--- src/rtl/pla_eval_pkg.sv ---
// Shared constants and helpers for the PLA evaluation engine.
package pla_eval_pkg;

  localparam int DEF_N_IN   = 4;
  localparam int DEF_N_OUT  = 7;
  localparam int DEF_N_TERM = 16;
  localparam int CNT_W      = 32;
  localparam int PIPE_LAT   = 2;

  // Number of set bits in a 32-bit word, used to score output toggles.
  function automatic logic [CNT_W-1:0] popcount32(input logic [31:0] v);
    logic [CNT_W-1:0] n;
    n = '0;
    for (int i = 0; i < 32; i++) n = n + CNT_W'(v[i]);
    return n;
  endfunction

endpackage

--- src/rtl/pla_term_array.sv ---
// Product-term table: per-slot enable, care mask, required values and
// OR-plane mask, plus the combinational match vector for one lookup.
module pla_term_array
  import pla_eval_pkg::*;
#(
  parameter int N_IN   = DEF_N_IN,
  parameter int N_OUT  = DEF_N_OUT,
  parameter int N_TERM = DEF_N_TERM,
  localparam int TW    = $clog2(N_TERM)
) (
  input  logic              clk,
  input  logic              rst,
  input  logic              wr_en,
  input  logic [TW-1:0]     wr_idx,
  input  logic              wr_term_en,
  input  logic [N_IN-1:0]   wr_care,
  input  logic [N_IN-1:0]   wr_val,
  input  logic [N_OUT-1:0]  wr_out,
  input  logic [N_IN-1:0]   lookup,
  output logic [N_TERM-1:0] match,
  output logic [N_OUT-1:0]  term_out [N_TERM]
);

  logic [N_TERM-1:0] en_q, en_d;
  logic [N_IN-1:0]   care_q [N_TERM];
  logic [N_IN-1:0]   care_d [N_TERM];
  logic [N_IN-1:0]   val_q  [N_TERM];
  logic [N_IN-1:0]   val_d  [N_TERM];
  logic [N_OUT-1:0]  out_q  [N_TERM];
  logic [N_OUT-1:0]  out_d  [N_TERM];

  // Slot write: indices with no matching slot fall through untouched.
  always_comb begin
    // NOTE: every comb output gets a default first so no path infers a latch.
    en_d   = en_q;
    care_d = care_q;
    val_d  = val_q;
    out_d  = out_q;
    for (int t = 0; t < N_TERM; t++) begin
      if (wr_en && (wr_idx == TW'(t))) begin
        en_d[t]   = wr_term_en;
        care_d[t] = wr_care;
        val_d[t]  = wr_val;
        out_d[t]  = wr_out;
      end
    end
  end

  // Enables are the only reset state of the table.
  always_ff @(posedge clk) begin
    // NOTE: sequential state uses non-blocking assignment to avoid update races.
    if (rst) en_q <= '0;
    else     en_q <= en_d;
  end

  // Term contents.
  always_ff @(posedge clk) begin
    // NOTE: the table payload is deliberately unreset; a cleared enable hides it.
    care_q <= care_d;
    val_q  <= val_d;
    out_q  <= out_d;
  end

  // A term matches when enabled and every cared-for bit equals its value.
  always_comb begin
    match = '0;
    for (int t = 0; t < N_TERM; t++)
      match[t] = en_q[t] && (((lookup ^ val_q[t]) & care_q[t]) == '0);
  end

  assign term_out = out_q;

endmodule

--- src/rtl/pla_eval_engine.sv ---
// PLA evaluation engine: term-write port, two-stage evaluation pipeline
// (S1 = match vector, S2 = OR result) with valid/ready handshakes.
// Optional output toggle counter enabled by PLA_TOGGLE_CNT_EN.
module pla_eval_engine
  import pla_eval_pkg::*;
#(
  parameter int N_IN   = DEF_N_IN,
  parameter int N_OUT  = DEF_N_OUT,
  parameter int N_TERM = DEF_N_TERM,
  localparam int TW    = $clog2(N_TERM)
) (
  input  logic             clk,
  input  logic             rst,
  input  logic             cfg_valid,
  output logic             cfg_ready,
  input  logic [TW-1:0]    cfg_idx,
  input  logic             cfg_en,
  input  logic [N_IN-1:0]  cfg_care,
  input  logic [N_IN-1:0]  cfg_val,
  input  logic [N_OUT-1:0] cfg_out,
  input  logic             in_valid,
  output logic             in_ready,
  input  logic [N_IN-1:0]  in_data,
  output logic             out_valid,
  input  logic             out_ready,
`ifdef PLA_TOGGLE_CNT_EN
  input  logic             toggle_clr,
  output logic [CNT_W-1:0] toggle_cnt,
`endif
  output logic [N_OUT-1:0] out_data
);

  logic              s1_valid_q, s1_valid_d;
  logic [N_TERM-1:0] s1_match_q, s1_match_d;
  logic              s2_valid_q, s2_valid_d;
  logic [N_OUT-1:0]  s2_data_q, s2_data_d;
  logic [N_TERM-1:0] term_match;
  logic [N_OUT-1:0]  term_out [N_TERM];
  logic [N_OUT-1:0]  or_result;
  logic              s2_free;
  logic              cfg_fire;

  pla_term_array #(
    .N_IN  (N_IN),
    .N_OUT (N_OUT),
    .N_TERM(N_TERM)
  ) u_terms (
    .clk       (clk),
    .rst       (rst),
    .wr_en     (cfg_fire),
    .wr_idx    (cfg_idx),
    .wr_term_en(cfg_en),
    .wr_care   (cfg_care),
    .wr_val    (cfg_val),
    .wr_out    (cfg_out),
    .lookup    (in_data),
    .match     (term_match),
    .term_out  (term_out)
  );

  // Handshakes; term writes only when nothing is in flight or arriving.
  always_comb begin
    s2_free   = !s2_valid_q || out_ready;
    in_ready  = !rst && (!s1_valid_q || s2_free);
    cfg_ready = !rst && !s1_valid_q && !s2_valid_q && !in_valid;
    cfg_fire  = cfg_valid && cfg_ready;
    out_valid = !rst && s2_valid_q;
    out_data  = rst ? '0 : s2_data_q;
  end

  // OR plane over the registered match vector.
  always_comb begin
    or_result = '0;
    for (int t = 0; t < N_TERM; t++)
      if (s1_match_q[t]) or_result = or_result | term_out[t];
  end

  // Pipeline advance: S2 holds its result while stalled or empty.
  always_comb begin
    s1_valid_d = s1_valid_q;
    s1_match_d = s1_match_q;
    s2_valid_d = s2_valid_q;
    s2_data_d  = s2_data_q;
    if (in_ready) begin
      s1_valid_d = in_valid;
      if (in_valid) s1_match_d = term_match;
    end
    if (s2_free) begin
      s2_valid_d = s1_valid_q;
      if (s1_valid_q) s2_data_d = or_result;
    end
  end

  // Pipeline registers.
  always_ff @(posedge clk) begin
    if (rst) begin
      s1_valid_q <= 1'b0;
      s1_match_q <= '0;
      s2_valid_q <= 1'b0;
      s2_data_q  <= '0;
    end else begin
      s1_valid_q <= s1_valid_d;
      s1_match_q <= s1_match_d;
      s2_valid_q <= s2_valid_d;
      s2_data_q  <= s2_data_d;
    end
  end

`ifdef PLA_TOGGLE_CNT_EN
  logic [CNT_W-1:0] toggle_cnt_q, toggle_cnt_d;
  logic [N_OUT-1:0] prev_out_q, prev_out_d;
  logic [CNT_W:0]   toggle_sum;

  // Saturating toggle accumulation per out handshake; clear wins.
  always_comb begin
    toggle_sum   = {1'b0, toggle_cnt_q}
                 + {1'b0, popcount32(32'(s2_data_q ^ prev_out_q))};
    toggle_cnt_d = toggle_cnt_q;
    prev_out_d   = prev_out_q;
    if (out_valid && out_ready) begin
      prev_out_d   = s2_data_q;
      toggle_cnt_d = toggle_sum[CNT_W] ? '1 : toggle_sum[CNT_W-1:0];
    end
    if (toggle_clr) toggle_cnt_d = '0;
  end

  // Toggle counter and previous-output registers.
  always_ff @(posedge clk) begin
    if (rst) begin
      toggle_cnt_q <= '0;
      prev_out_q   <= '0;
    end else begin
      toggle_cnt_q <= toggle_cnt_d;
      prev_out_q   <= prev_out_d;
    end
  end

  assign toggle_cnt = rst ? '0 : toggle_cnt_q;
`endif

endmodule

--- config.mk ---
export PLATFORM = sky130hd
export DESIGN_NAME = pla_eval_engine
export DESIGN_NICKNAME = d
export VERILOG_FILES = /design/src/rtl/pla_eval_pkg.sv /design/src/rtl/pla_term_array.sv /design/src/rtl/pla_eval_engine.sv
export SDC_FILE = /design/constraint.sdc
export NUM_CORES = 1
export LEC_CHECK = 0
export CAP_MARGIN = 20
export CORE_MARGIN = 2
export CORE_UTILIZATION = 57
export CTS_BUF_LIST = sky130_fd_sc_hd__clkbuf_8
export DETAILED_ROUTE_END_ITERATION = 12
export PLACE_DENSITY = 0.74
export SLEW_MARGIN = 15
export SYNTH_ARGS = -nofsm -noshare
export SYNTH_HDL_FRONTEND = slang
export SYNTH_SLANG_ARGS = --single-unit
--- constraint.sdc ---
create_clock -name clk -period 2.5 [get_ports clk]
set_input_delay 0.375 -clock clk [delete_from_list [all_inputs] [get_ports clk]]
set_output_delay 0.375 -clock clk [all_outputs]
set_load 0.01 [all_outputs]
==> results of run 1 <==
-- state kept, by name, summed over array words and instances (netlist names) --
signal and flops:
u_terms.term_out 112, s1_valid_q 1, s2_valid_q 1, u_terms.val_q 64, s2_data_q 7, u_terms.care_q 64
s1_match_q 16, u_terms.en_q 16
-- through the flow --
step	utilization	setup slack [ns]	std cells	power, mW
2_1_floorplan	-	0.0342	621	5.35
3_3_place_gp	0.635	0.0949	895	5.56
3_5_place_dp	0.635	0.0756	895	5.57
4_1_cts	0.684	0.0363	977	9.30
5_1_grt	0.684	0.0442	977	9.53
6_report	0.684	0.0766	977	9.25
-- worst max-delay path: stages --
cell,delay (ns)
clkdlybuf4s50_1,0.57
buf_4,0.48
nor2b_1,0.10
clkdlybuf4s50_1,0.50
-- path summary, 6_finish.rpt --
check	endpoint	slack (ns)	start
setup / recovery	out_valid	0.08	rst
hold / removal	s1_match_q[4]	0.46	u_terms.en_q[4]
setup reg to reg	u_terms.en_q[10]	0.53	s1_valid_q
hold reg to reg	s1_match_q[4]	0.46	u_terms.en_q[4]
-- synthesized netlist by cell type (2+ instances only) --
cell      count  area (µm²)
edfxtp_1    240        7210
xor2_1       64         561
nand2_1      51         191
dfxtp_1      41         821
nor2_1       28         105
a221oi_1     24         210
a22o_1       24         210
clkbuf_1     20        75.1
nand4_1      17         106
a222oi_1     16         160
mux2i_1      13         130
a22oi_1       8        60.1
nor2b_1       8        50.1
nor3_2        8        80.1
a211oi_1      7        52.6
buf_1         7        26.3
and4_1        6        52.6
a21oi_1       5        25.0
buf_2         5        25.0
inv_1         3        11.3
nand3b_1      3        22.5
o21ai_0       3        15.0
or3_1         3        18.8
nand2b_1      2        12.5
nand3_1       2        10.0
nor4_2        2        25.0
-- routing by layer --
metal,global-route usage,wire length [µm],up-vias,share of wire
met5,0,0,-,0
met4,0.0909,606,0,0.027
met3,0.0459,1530,50,0.068
met2,0.404,11400,270,0.50
met1,0.304,9040,2928,0.40
li1,-,-,2614,-
-- cell type report --
class / instances / area (µm²)
flip-flops and latches: 281 / 8030
fillers: 1192 / 5660
multi-input cells: 303 / 2210
repair buffers: 78 / 821
clock buffers: 51 / 702
well taps: 229 / 287
clock inverters: 31 / 181
inverters: 4 / 15.0
-- report_power, final --
group          internal [mW]  switching (mW)
logic                  0.127           0.227
clock network           2.07            1.71
registers               5.11         0.00931
-- cells by family after synthesis --
group / after synthesis / share of synthesized area
multiplexers: 13 / 0.0125
AO/OA/AOI/OAI: 88 / 0.0714
XOR/XNOR: 64 / 0.0540
buffers and inverters: 37 / 0.0147
AND/OR/NAND/NOR: 138 / 0.0736
flip-flops: 281 / 0.774
-- layout by cell type (no fill, tap or decap), types with 3 or more instances in the layout --
master and count:
mux2i_1 13, a222oi_1 16, clkdlybuf4s50_1 37, buf_12 11, buf_4 29, nor2b_1 8
a221oi_1 24, xor2_1 64, nand4_1 17, nand3b_1 3, clkinv_1 9, edfxtp_1 240
a21oi_1 5, nor3_2 8, o21ai_0 3, nor4_4 3, inv_1 17, a22oi_1 8
a22o_1 24, nand2_1 51, or3_1 3, clkbuf_8 51, nor2_1 28, dfxtp_1 41
and4_1 6, a211oi_1 7, clkinv_2 4
-- what timing repair did --
| action | in CTS | in global routing |
|---|---|---|
| endpoints found under the setup margin | 0 | 1 |
| resized for setup | 0 | 1 |
| setup buffers | 0 | 0 |
==> run metrics, run 1 <==
Tmin final 2.42 ns; Netlist cell types 37; worst-skew pair later-pin latency 0.55 ns; capturing element type of the critical path output pin; Final GP Congestion 0.833; Synth Net Count 650; average instance area after synthesis 16.7 µm²; detailed-route via count 5862; cell area reported after detailed placement 11400 µm²; final net count 741; final clock period utilization by the worst path 0.969; Placement Rows 49; kind of start point of the critical path input pin; Port-buffer cells 38; power density of the placed cells 755 nW/µm²; clock root buffer clkbuf_8; CTS H-tree depth 2; via count of the first global-routing pass 5965; number of buffers created by CTS 44; depth of the worst hold-timing path 2; synth warn 0; combined global-route utilization of all metal layers 0.237; slew of the pin with the lowest slew margin 0.880 ns; total length of routed wires 22.6 mm; iteration count of the initial detailed-routing pass 5; area of the die 19300 µm²; sequential element share of the synthesized area 0.774; reported leakage power 4.19 nW; max cap viols 0; Syn Inst Count 621; number of antenna violations at the first check in global routing 0; hold_buf cts 0; core box area 17900 µm²; Die H 139 µm; synthesis-stage register bit count 281; detailed placement HPWL 14.2 mm; worst-path maximum fanout 36; maximum number of pins on one net before global-route repair 37; Total Negative Setup Slacks 0 ns; detailed-route wire length per cell 23.1 µm; drt via density 6.00; run status finished clean; I/O Pins 39; worst endpoint required time 2.12 ns; Final Hold Violating Endpoints 0; number of slew-limit violations in the final report 0; Hold Worst Slack 0.455 ns; number of synthesized flops with an enable pin 240; number of antenna diodes 0; synthesis-to-layout area growth 18.0%; clk_skew 0.0113 ns; Final Cell Area 12200 µm²; data arrival time at the worst-slack endpoint 2.05 ns; width of the chip 139 µm; maximum clock insertion buffer count 3; DRC violations left 0; peak clock frequency supported by timing 0.413 GHz; Worst IR Drop VDD 0.732 mV; 1st-iter DRT viols 579; clock-pin slew on the worst setup and hold paths 0.06 ns; Synth async-reset ratio 0; cell area after synthesis 10400 µm²; first-pass GRT wire length 34.0 mm; dominant synthesized flop cell edfxtp_1; Setup-failing EPs final 0; share of post-route cells with drive strength above 1 0.154; number of nets still failing antenna checks after routing 0; unrepaired setup endpoints after global routing false; clock tree sinks 281; type of the worst setup path input pin to output pin; clock tree from TritonCTS built; Worst slew margin 0.412; initial cell density of the core 0.580; kind of path behind the tightest hold check flip-flop to flip-flop; Worst Reg-to-Reg Cells 6; total grt overflow 0
Power figures use the tool's default switching activity.
==> run 2: changes to the inputs <==
--- a/config.mk
+++ b/config.mk
@@ -5,7 +5,6 @@
 export SDC_FILE = /design/constraint.sdc
 export NUM_CORES = 1
 export LEC_CHECK = 0
-export CAP_MARGIN = 20
 export CORE_MARGIN = 2
 export CORE_UTILIZATION = 57
 export CTS_BUF_LIST = sky130_fd_sc_hd__clkbuf_8
==> results of run 2 <==
Same layout as run 1: the final DEF is identical, and so are final timing and power.
==> run 3: changes to the inputs <==
--- a/config.mk
+++ b/config.mk
@@ -6,11 +6,12 @@
 export NUM_CORES = 1
 export LEC_CHECK = 0
 export CORE_MARGIN = 2
-export CORE_UTILIZATION = 57
+export CORE_UTILIZATION = 60
 export CTS_BUF_LIST = sky130_fd_sc_hd__clkbuf_8
 export DETAILED_ROUTE_END_ITERATION = 12
-export PLACE_DENSITY = 0.74
+export PLACE_DENSITY = 0.75
 export SLEW_MARGIN = 15
 export SYNTH_ARGS = -nofsm -noshare
 export SYNTH_HDL_FRONTEND = slang
+export SYNTH_HIERARCHICAL = 1
 export SYNTH_SLANG_ARGS = --single-unit
==> constraint.sdc (replaced) <==
create_clock -name clk -period 2.6 [get_ports clk]
set_input_delay 0.39 -clock clk [delete_from_list [all_inputs] [get_ports clk]]
set_output_delay 0.39 -clock clk [all_outputs]
set_load 0.01 [all_outputs]
==> run 3 against run 2 <==
  * Wire length is 3.1% higher
  * Cell count is 3.5% higher
  * Clock-buffer cell count is 4 lower
  * Core utilization is 2.2 points higher
  * Die area is 3.2% lower
  * Highest routed layer unchanged
==> run metrics, run 3 <==
worst-skew pair later-pin latency 0.54 ns (about the same); setup bufs post-CTS 0 (unchanged); sequential element share of the synthesized area 0.760 (-0.0139); Setup-failing EPs final 0 (unchanged); cell area after synthesis 10600 µm² (+1.8%); number of gates given a new drive strength after cts 0 (unchanged); kind of start point of the critical path flip-flop; number of antenna violations at the first check in global routing 0 (unchanged); synth warn 6 (+6); maximum clock insertion buffer count 3 (unchanged); worst-path maximum fanout 8 (-78%); capturing element type of the critical path flip-flop; 1st-iter DRT viols 726 (+25%); clock tree from TritonCTS built; type of the worst setup path flip-flop to flip-flop; kind of path behind the tightest hold check input pin to flip-flop; Worst IR Drop VDD 0.581 mV (-21%); Post-Route Utilization 0.706 (+0.0220); maximum number of pins on one net before global-route repair 52 (+41%); I/O Pins 39 (unchanged); max cap viols 0 (unchanged); data arrival time at the worst-slack endpoint 2.59 ns (+0.54 ns); iteration count of the initial detailed-routing pass 5 (unchanged); unrepaired setup endpoints after global routing false; fill cell instance count of the final layout 1084 (-9.1%); max reg flops 112 (unchanged); total grt overflow 0 (unchanged); clock tree sinks 281 (unchanged); Final Hold Violating Endpoints 0 (unchanged); clk_skew 0.0246 ns (+0.0133 ns); leading post-synthesis cells by cell area edfxtp_1 68%, dfxtp_1 7.8%, xor2_1 5.3%; dominant synthesized flop cell edfxtp_1; Final GP Congestion 0.932 (+12%); ranking of synthesized cells by instance count 240 x edfxtp_1, 64 x xor2_1, 41 x dfxtp_1; clock-pin slew on the worst setup and hold paths 0.06 ns (about the same); Synth async-reset ratio 0 (unchanged); via count of the first global-routing pass 6036 (+1.2%); number of nets still failing antenna checks after routing 0 (unchanged); number of buffers created by CTS 44 (unchanged); Synth Net Count 688 (+5.8%); Die H 137 µm (-1.6%); initial cell density of the core 0.613 (+0.0334); core box area 17200 µm² (-3.7%); total length of routed wires 23.3 mm (+3.1%); Critical Path Max Stage Delay 0.50 ns (-0.07 ns); slew of the pin with the lowest slew margin 0.784 ns (-0.0956 ns); area of the die 18700 µm² (-3.2%); reported leakage power 4.12 nW (-1.5%); detailed-route wire length per cell 23.0 µm (-0.33%); DRC violations left 0 (unchanged); run status finished clean; first-pass GRT wire length 34.8 mm (+2.5%); detailed-route via count 6211 (+6.0%); CTS H-tree depth 2 (unchanged); detailed placement HPWL 14.9 mm (+5.4%); Yosys top cell area share 0.682 (-0.0125); drt via density 6.14 (+2.4%); combined global-route utilization of all metal layers 0.260 (+0.0229); cell type contributing the most total cell area after synthesis edfxtp_1; most frequent cells in the layout 240 x edfxtp_1, 64 x xor2_1, 48 x buf_4; number of synthesized flops with an enable pin 240 (unchanged); library cell contributing the largest single delay on the critical path or3b_1; average instance area after synthesis 16.0 µm² (-4.0%); final net count 780 (+5.3%); clock root buffer clkbuf_8; number of antenna diodes 0 (unchanged); peak clock frequency supported by timing 0.424 GHz; synthesis-stage register bit count 281 (unchanged); width of the chip 137 µm (-1.6%); final clock period utilization by the worst path 0.906; Syn Inst Count 659 (+6.1%); synthesis-to-layout area growth 15.2%; power density of the placed cells 711 nW/µm² (-5.9%); number of slew-limit violations in the final report 0 (unchanged); list of cells traversed by the critical path nor4_1 -> buf_4 -> and2_1 -> or3b_1 -> nor2_1 -> buf_4; share of post-route cells with drive strength above 1 0.148 (-0.00616); worst endpoint required time 2.83 ns (+0.71 ns); Netlist cell types 39 (+5.4%); Placement Rows 48 (-2.0%); hold_buf cts 0 (unchanged); most repeated library cell on the critical path buf_4; most instantiated library cell after synthesis edfxtp_1; Hold Worst Slack 0.462 ns (+0.00702 ns); most common library cell in the layout ignoring fill and taps edfxtp_1; Port-buffer cells 38 (unchanged); Tmin final 2.36 ns; Worst slew margin 0.476 (+0.0639)
-- run 3: cell types whose count changed after synthesis, moves of 11 or more --
cell / before / now
nand2b_1: 2 / 18
mux2i_1: 13 / 0
o21ai_0: 3 / 30
nand2_1: 51 / 35
clkbuf_1: 20 / 9
buf_2: 5 / 18
nand4_1: 17 / 5
and3_1: 0 / 17
a21oi_1: 5 / 18
nand3_1: 2 / 13
-- run 3: logic make-up after synthesis --
logic type / count (synthesis) / share of synthesized area
AOI/OAI and AO/OA: 130 / 0.0921
xor gates and xnor gates: 64 / 0.0531
buffers and inverters: 41 / 0.0225
and+or+nand+nor: 143 / 0.0725
DFF: 281 / 0.760
-- run 3: final cells by class --
class	instances	area [µm²]	share of cell area
Clock inverter	34	174	0.0143
Clock buffer	47	647	0.0532
Timing Repair Buffer	86	736	0.0605
Inverter	1	3.75	0.000308
Tap cell	225	282	0.0231
Sequential cell	281	8030	0.660
Multi-Input combinational cell	337	2300	0.189
-- run 3: worst paths after layout --
check | slack (ns) | depth (start not counted) | startpoint | end
max | 0.24 | 6 | s1_valid_q | u_terms/term_out[94]
min | 0.46 | 3 | rst | s2_valid_q
max reg2reg | 0.24 | 6 | s1_valid_q | u_terms/term_out[94]
min reg2reg | 0.48 | 2 | u_terms/en_q[1] | u_terms/en_q[1]
-- run 3: report_power, final --
group	switching (mW)	leakage [nW]	internal [mW]
Clock	1.62	0.462	1.78
Sequential	0.0106	2.49	4.91
Combinational	0.210	1.17	0.120
Total	1.84	4.12	6.81
-- run 3: per-layer routing --
metal	wire length [µm]	vias up	GRT usage
met5	0	-	0
met4	532	0	0.0799
met3	2070	47	0.0674
met2	11000	349	0.407
met1	9620	3076	0.362
li1	-	2739	-
-- run 3: critical path: cells and delay by family, from the launching register on --
| family | cells | cell delay, ns |
|---|---|---|
| AND/OR/NAND/NOR | 4 | 1.29 |
| buffers and inverters | 2 | 0.38 |
| flip-flops | 1 | 0.40 |
-- run 3: stage by stage --
stage | setup TNS, ns | power (mW) | cell area, µm² | std cells | setup WS [ns]
2_1_floorplan | -12.12 | 5.16 | 10600 | 659 | -0.202
3_5_place_dp | -3.01 | 5.34 | 11300 | 930 | -0.0516
5_1_grt | 0 | 8.94 | 12200 | 1011 | 0.0946
6_report | 0 | 8.65 | 12200 | 1011 | 0.244
3_3_place_gp | -1.22 | 5.33 | 11300 | 930 | -0.0425
4_1_cts | 0 | 8.68 | 12200 | 1011 | 0.255
==> variant 1: new RTL, settings of run 3 <==
Change the package constant `DEF_N_TERM` from 16 to 8.
--- a/src/rtl/pla_eval_pkg.sv
+++ b/src/rtl/pla_eval_pkg.sv
@@ -3,7 +3,7 @@
 
   localparam int DEF_N_IN   = 4;
   localparam int DEF_N_OUT  = 7;
-  localparam int DEF_N_TERM = 16;
+  localparam int DEF_N_TERM = 8;
   localparam int CNT_W      = 32;
   localparam int PIPE_LAT   = 2;
 
Ports: changed (resized cfg_idx); port bits go from 39 to 38. The function was not compared with the original's and may differ.
==> variant 1 against run 3 <==
Cell count fell by 50%. Wire length fell by 55%. Setup slack improved by 64 ps. Register-to-register slack improved by 280 ps. Synthesized area fell by 47%. Largest cell class unchanged. Total power fell by 49%. Critical path type is now reg -> out. Design area fell by 47%. Maximum frequency rose by 2.8%. Sequential cell count fell by 136.
==> variant 1: results (changes against run 3) <==
| Metric | Value |
|---|---|
| Global-route wire length before repair | 16000 µm (was 34800 µm) |
| Endpoint of the worst hold-timing path | u_terms/en_q[1] (was s2_valid_q) |
| CTS H-tree lvls | 4 (was 2) |
| Fraction of layout instances using a drive strength above 1 | 18.2% (was 14.8%) |
| Largest vdd supply drop | 0.439 mV (was 0.581 mV) |
| IO buf count | 37 (was 38) |
| Fraction of synthesized cell area taken by the top area cell type | 64.6% (was 68.2%) |
| Cells after synthesis | 325 (was 659) |
| Post-synth EDFFs | 120 (was 240) |
| Kind of cell adding the most delay to the critical path | buffers and inverters (was simple AND/OR/NAND/NOR gates) |
| DP Cell Count | 474 (was 930) |
| Largest net degree at the start of global routing | 19 (was 52) |
| Endpoint of the most critical register-to-register path | u_terms/care_q[28] (was u_terms/term_out[94]) |
| Met1 routing resource usage after global routing | 26.0% (was 36.2%) |
| Worst-path cell with the longest stage delay | sky130_fd_sc_hd__clkdlybuf4s50_1 (was sky130_fd_sc_hd__or3b_1) |
| Depth of the worst register-to-register path | 4 (was 6) |
| Crit Path Max Fanout | 11 (was 8) |
| Worst-skew pair later-pin latency | 410 ps (was 540 ps) |
| Number of nets at the end of the flow | 410 (was 780) |
| Syn nets | 353 (was 688) |
| Slack of the worst reg-to-reg path | 520 ps (was 240 ps) |
| Met3 routed WL | 282 µm (was 2070 µm) |
| Worst min path class | reg -> reg (was in -> reg) |
| Vias after detailed routing | 2919 (was 6211) |
| Detailed-routed wire length on met2 | 5770 µm (was 11000 µm) |
| Routed vias/inst | 5.77 (was 6.14) |
| Overall routed net length | 10400 µm (was 23300 µm) |
| Outcome | complete, no violations (unchanged) |
| Cell types occupying the most area after synthesis | sky130_fd_sc_hd__edfxtp_1, sky130_fd_sc_hd__dfxtp_1, sky130_fd_sc_hd__xor2_1 (unchanged) |
-- variant 1: cell count changes in the layout (fill, tap and decap cells not counted), sizes merged, moves of 27 or more --
cell | before | now
buf | 49 | 19
clkbuf | 47 | 17
xor2 | 64 | 32
edfxtp | 240 | 120
o21ai | 32 | 0
nand2 | 35 | 8
-- variant 1: how the worst max path moves through the flow --
stage | from | to | slack (ps) | depth (start not counted)
after floorplan | s1_valid_q | u_terms/en_q[0] | 400 | 6
after global placement | in_valid | u_terms/val_q[30] | 200 | 5
after detailed placement | in_valid | u_terms/care_q[30] | 160 | 5
after CTS | s1_valid_q | cfg_ready | 310 | 2
after global routing | s1_valid_q | cfg_ready | 210 | 2
final | s1_valid_q | cfg_ready | 310 | 2
-- variant 1: cell type report --
type,instances,area (µm²)
repair buffers,56,538
clock inverters,15,143
clock buffers,17,234
multi-input cells,156,1310
well taps,111,139
flip-flops and latches,145,4100
fillers,595,2620
inverters,6,22.5
-- variant 1: logic make-up after synthesis --
family	synth area share (%)
flops	73.6
simple gates	7.07
compound gates	7.83
xor+xnor	5.03
buf+inv	2.85
mux	3.59
-- variant 1: power by group through the flow --
stage	sequential, mW	clock (mW)	combinational [mW]
finish	2.54	1.64	0.199
global route	2.54	1.76	0.215
CTS	2.54	1.67	0.204
detailed placement	2.59	0	0.203
global placement	2.59	0	0.199
floorplan	2.59	0	0.0886
-- variant 1: metrics by stage --
step / setup WS [ps] / utilization (%) / area [µm²]
2_1_floorplan: 401 / - / 5570
3_3_place_gp: 201 / 67.1 / 6110
3_5_place_dp: 161 / 67.1 / 6110
4_1_cts: 312 / 71.3 / 6490
5_1_grt: 206 / 71.3 / 6490
6_report: 308 / 71.3 / 6490
==> variant 2: new RTL, config.mk and constraints of run 3 <==
Made on the original files. Add an input register stage for `cfg_val`, with the module's reset; this delays it by one clock. The other inputs are not delayed to match.
--- a/src/rtl/pla_eval_engine.sv
+++ b/src/rtl/pla_eval_engine.sv
@@ -30,6 +30,16 @@
   output logic [N_OUT-1:0] out_data
 );
 
+  logic [N_IN-1:0] cfg_val_q;
+
+  always_ff @(posedge clk) begin
+    if (rst) begin
+      cfg_val_q <= '0;
+    end else begin
+      cfg_val_q <= cfg_val;
+    end
+  end
+
   logic              s1_valid_q, s1_valid_d;
   logic [N_TERM-1:0] s1_match_q, s1_match_d;
   logic              s2_valid_q, s2_valid_d;
@@ -51,7 +61,7 @@
     .wr_idx    (cfg_idx),
     .wr_term_en(cfg_en),
     .wr_care   (cfg_care),
-    .wr_val    (cfg_val),
+    .wr_val    (cfg_val_q),
     .wr_out    (cfg_out),
     .lookup    (in_data),
     .match     (term_match),
Check against the original RTL: not equivalent (Yosys sat finds a counterexample within 4 cycles, from zero or initial values and one cycle with rst high).
==> variant 2 against run 3 <==
Global-route usage grew 0.14 points. Die area rose by 0.95%. Setup slack gained 9.4 ps. Synthesized area rose by 0.97%. Total power is 3.1% higher. Register-to-register slack improved by 96 ps. Wire length increased by 1.2%. Sequential cell count grew 4. Worst hold slack worse by 53 ps. Design area up 1.6%. Count of clock-buffer cells in the layout grew 7. Critical path depth fell by 3. Critical endpoint is now cfg_ready. Largest cell class unchanged. Highest routed layer unchanged.
==> variant 2: results (changes against run 3) <==
| Metric | Value |
|---|---|
| Outcome | complete, no violations (unchanged) |
| DP Cell Count | 934 (was 930) |
| Instance count along the most critical hold path | 2 (was 3) |
| Slack of the worst reg-to-reg path | 340 ps (was 240 ps) |
| FF/Latch Area | 8110 µm² (was 8030 µm²) |
| Worst-path cell with the longest stage delay | sky130_fd_sc_hd__clkdlybuf4s50_1 (was sky130_fd_sc_hd__or3b_1) |
| Final HPWL from detailed placement | 14900 µm (about the same) |
| Average wire per standard cell | 23.2 µm (was 23.0 µm) |
| Overall routed net length | 23600 µm (was 23300 µm) |
| Global-route wire length before repair | 35600 µm (was 34800 µm) |
| Detailed-routed wire length on met2 | 11500 µm (was 11000 µm) |
| Endpoint of the most critical register-to-register path | u_terms/term_out[32] (was u_terms/term_out[94]) |
| Part of the Yosys area used for sequential elements | 76.0% (about the same) |
| Multi-input combinational cell area | 2320 µm² (was 2300 µm²) |
| Cell types occupying the most area after synthesis | sky130_fd_sc_hd__edfxtp_1, sky130_fd_sc_hd__dfxtp_1, sky130_fd_sc_hd__xor2_1 (unchanged) |
| Crit Path Max Fanout | 6 (was 8) |
| Met3 routed WL | 1620 µm (was 2070 µm) |
| Largest net degree at the start of global routing | 56 (was 52) |
| Number of non-clock buffers in the layout | 82 (was 86) |
| Routed vias/inst | 6.12 (was 6.14) |
| Non-clock buffering overhead in the final layout | 6.11% (was 6.05%) |
| Headroom to the max-slew limit | 42.6% (was 47.6%) |
| Seq Cell Count | 285 (was 281) |
| Clock-cell share of area | 7.19% (was 6.74%) |
| Depth of the worst register-to-register path | 7 (was 6) |
| Total global routing track utilization | 26.1% (was 26.0%) |
| Kind of cell adding the most delay to the critical path | buffers and inverters (was simple AND/OR/NAND/NOR gates) |
| Routed length on met1 | 9740 µm (was 9620 µm) |
| Minimum hold slack | 409 ps (was 462 ps) |
| #MultiIn Comb | 341 (was 337) |
| Clock Buffer Count | 54 (was 47) |
| Largest vdd supply drop | 0.509 mV (was 0.581 mV) |
| Met1 routing resource usage after global routing | 35.2% (was 36.2%) |
-- variant 2: cell types whose count changed after synthesis, sizes merged --
cell,before,now
dfxtp,41,45
nor2b,12,16
buf,28,27
clkbuf,12,13
-- variant 2: cell families after synthesis --
kind of cell	Yosys count	share of synthesized area [%]
AO/OA/AOI/OAI	130	9.12
AND/OR/NAND/NOR	147	7.41
XOR/XNOR	64	5.25
buffers and inverters	41	2.20
flip-flops	285	76.0
-- variant 2: power breakdown --
part	leakage (nW)	total [mW]	switching [mW]	internal (mW)
combinational	1.16	0.316	0.191	0.125
sequential	2.49	5.01	0.0325	4.97
clock	0.513	3.60	1.62	1.98
-- variant 2: stage by stage --
step	instance area, µm²	setup WS (ps)
2_1_floorplan	10700	-189
3_3_place_gp	11500	15.3
3_5_place_dp	11500	11.6
4_1_cts	12400	225
5_1_grt	12400	202
6_report	12400	253
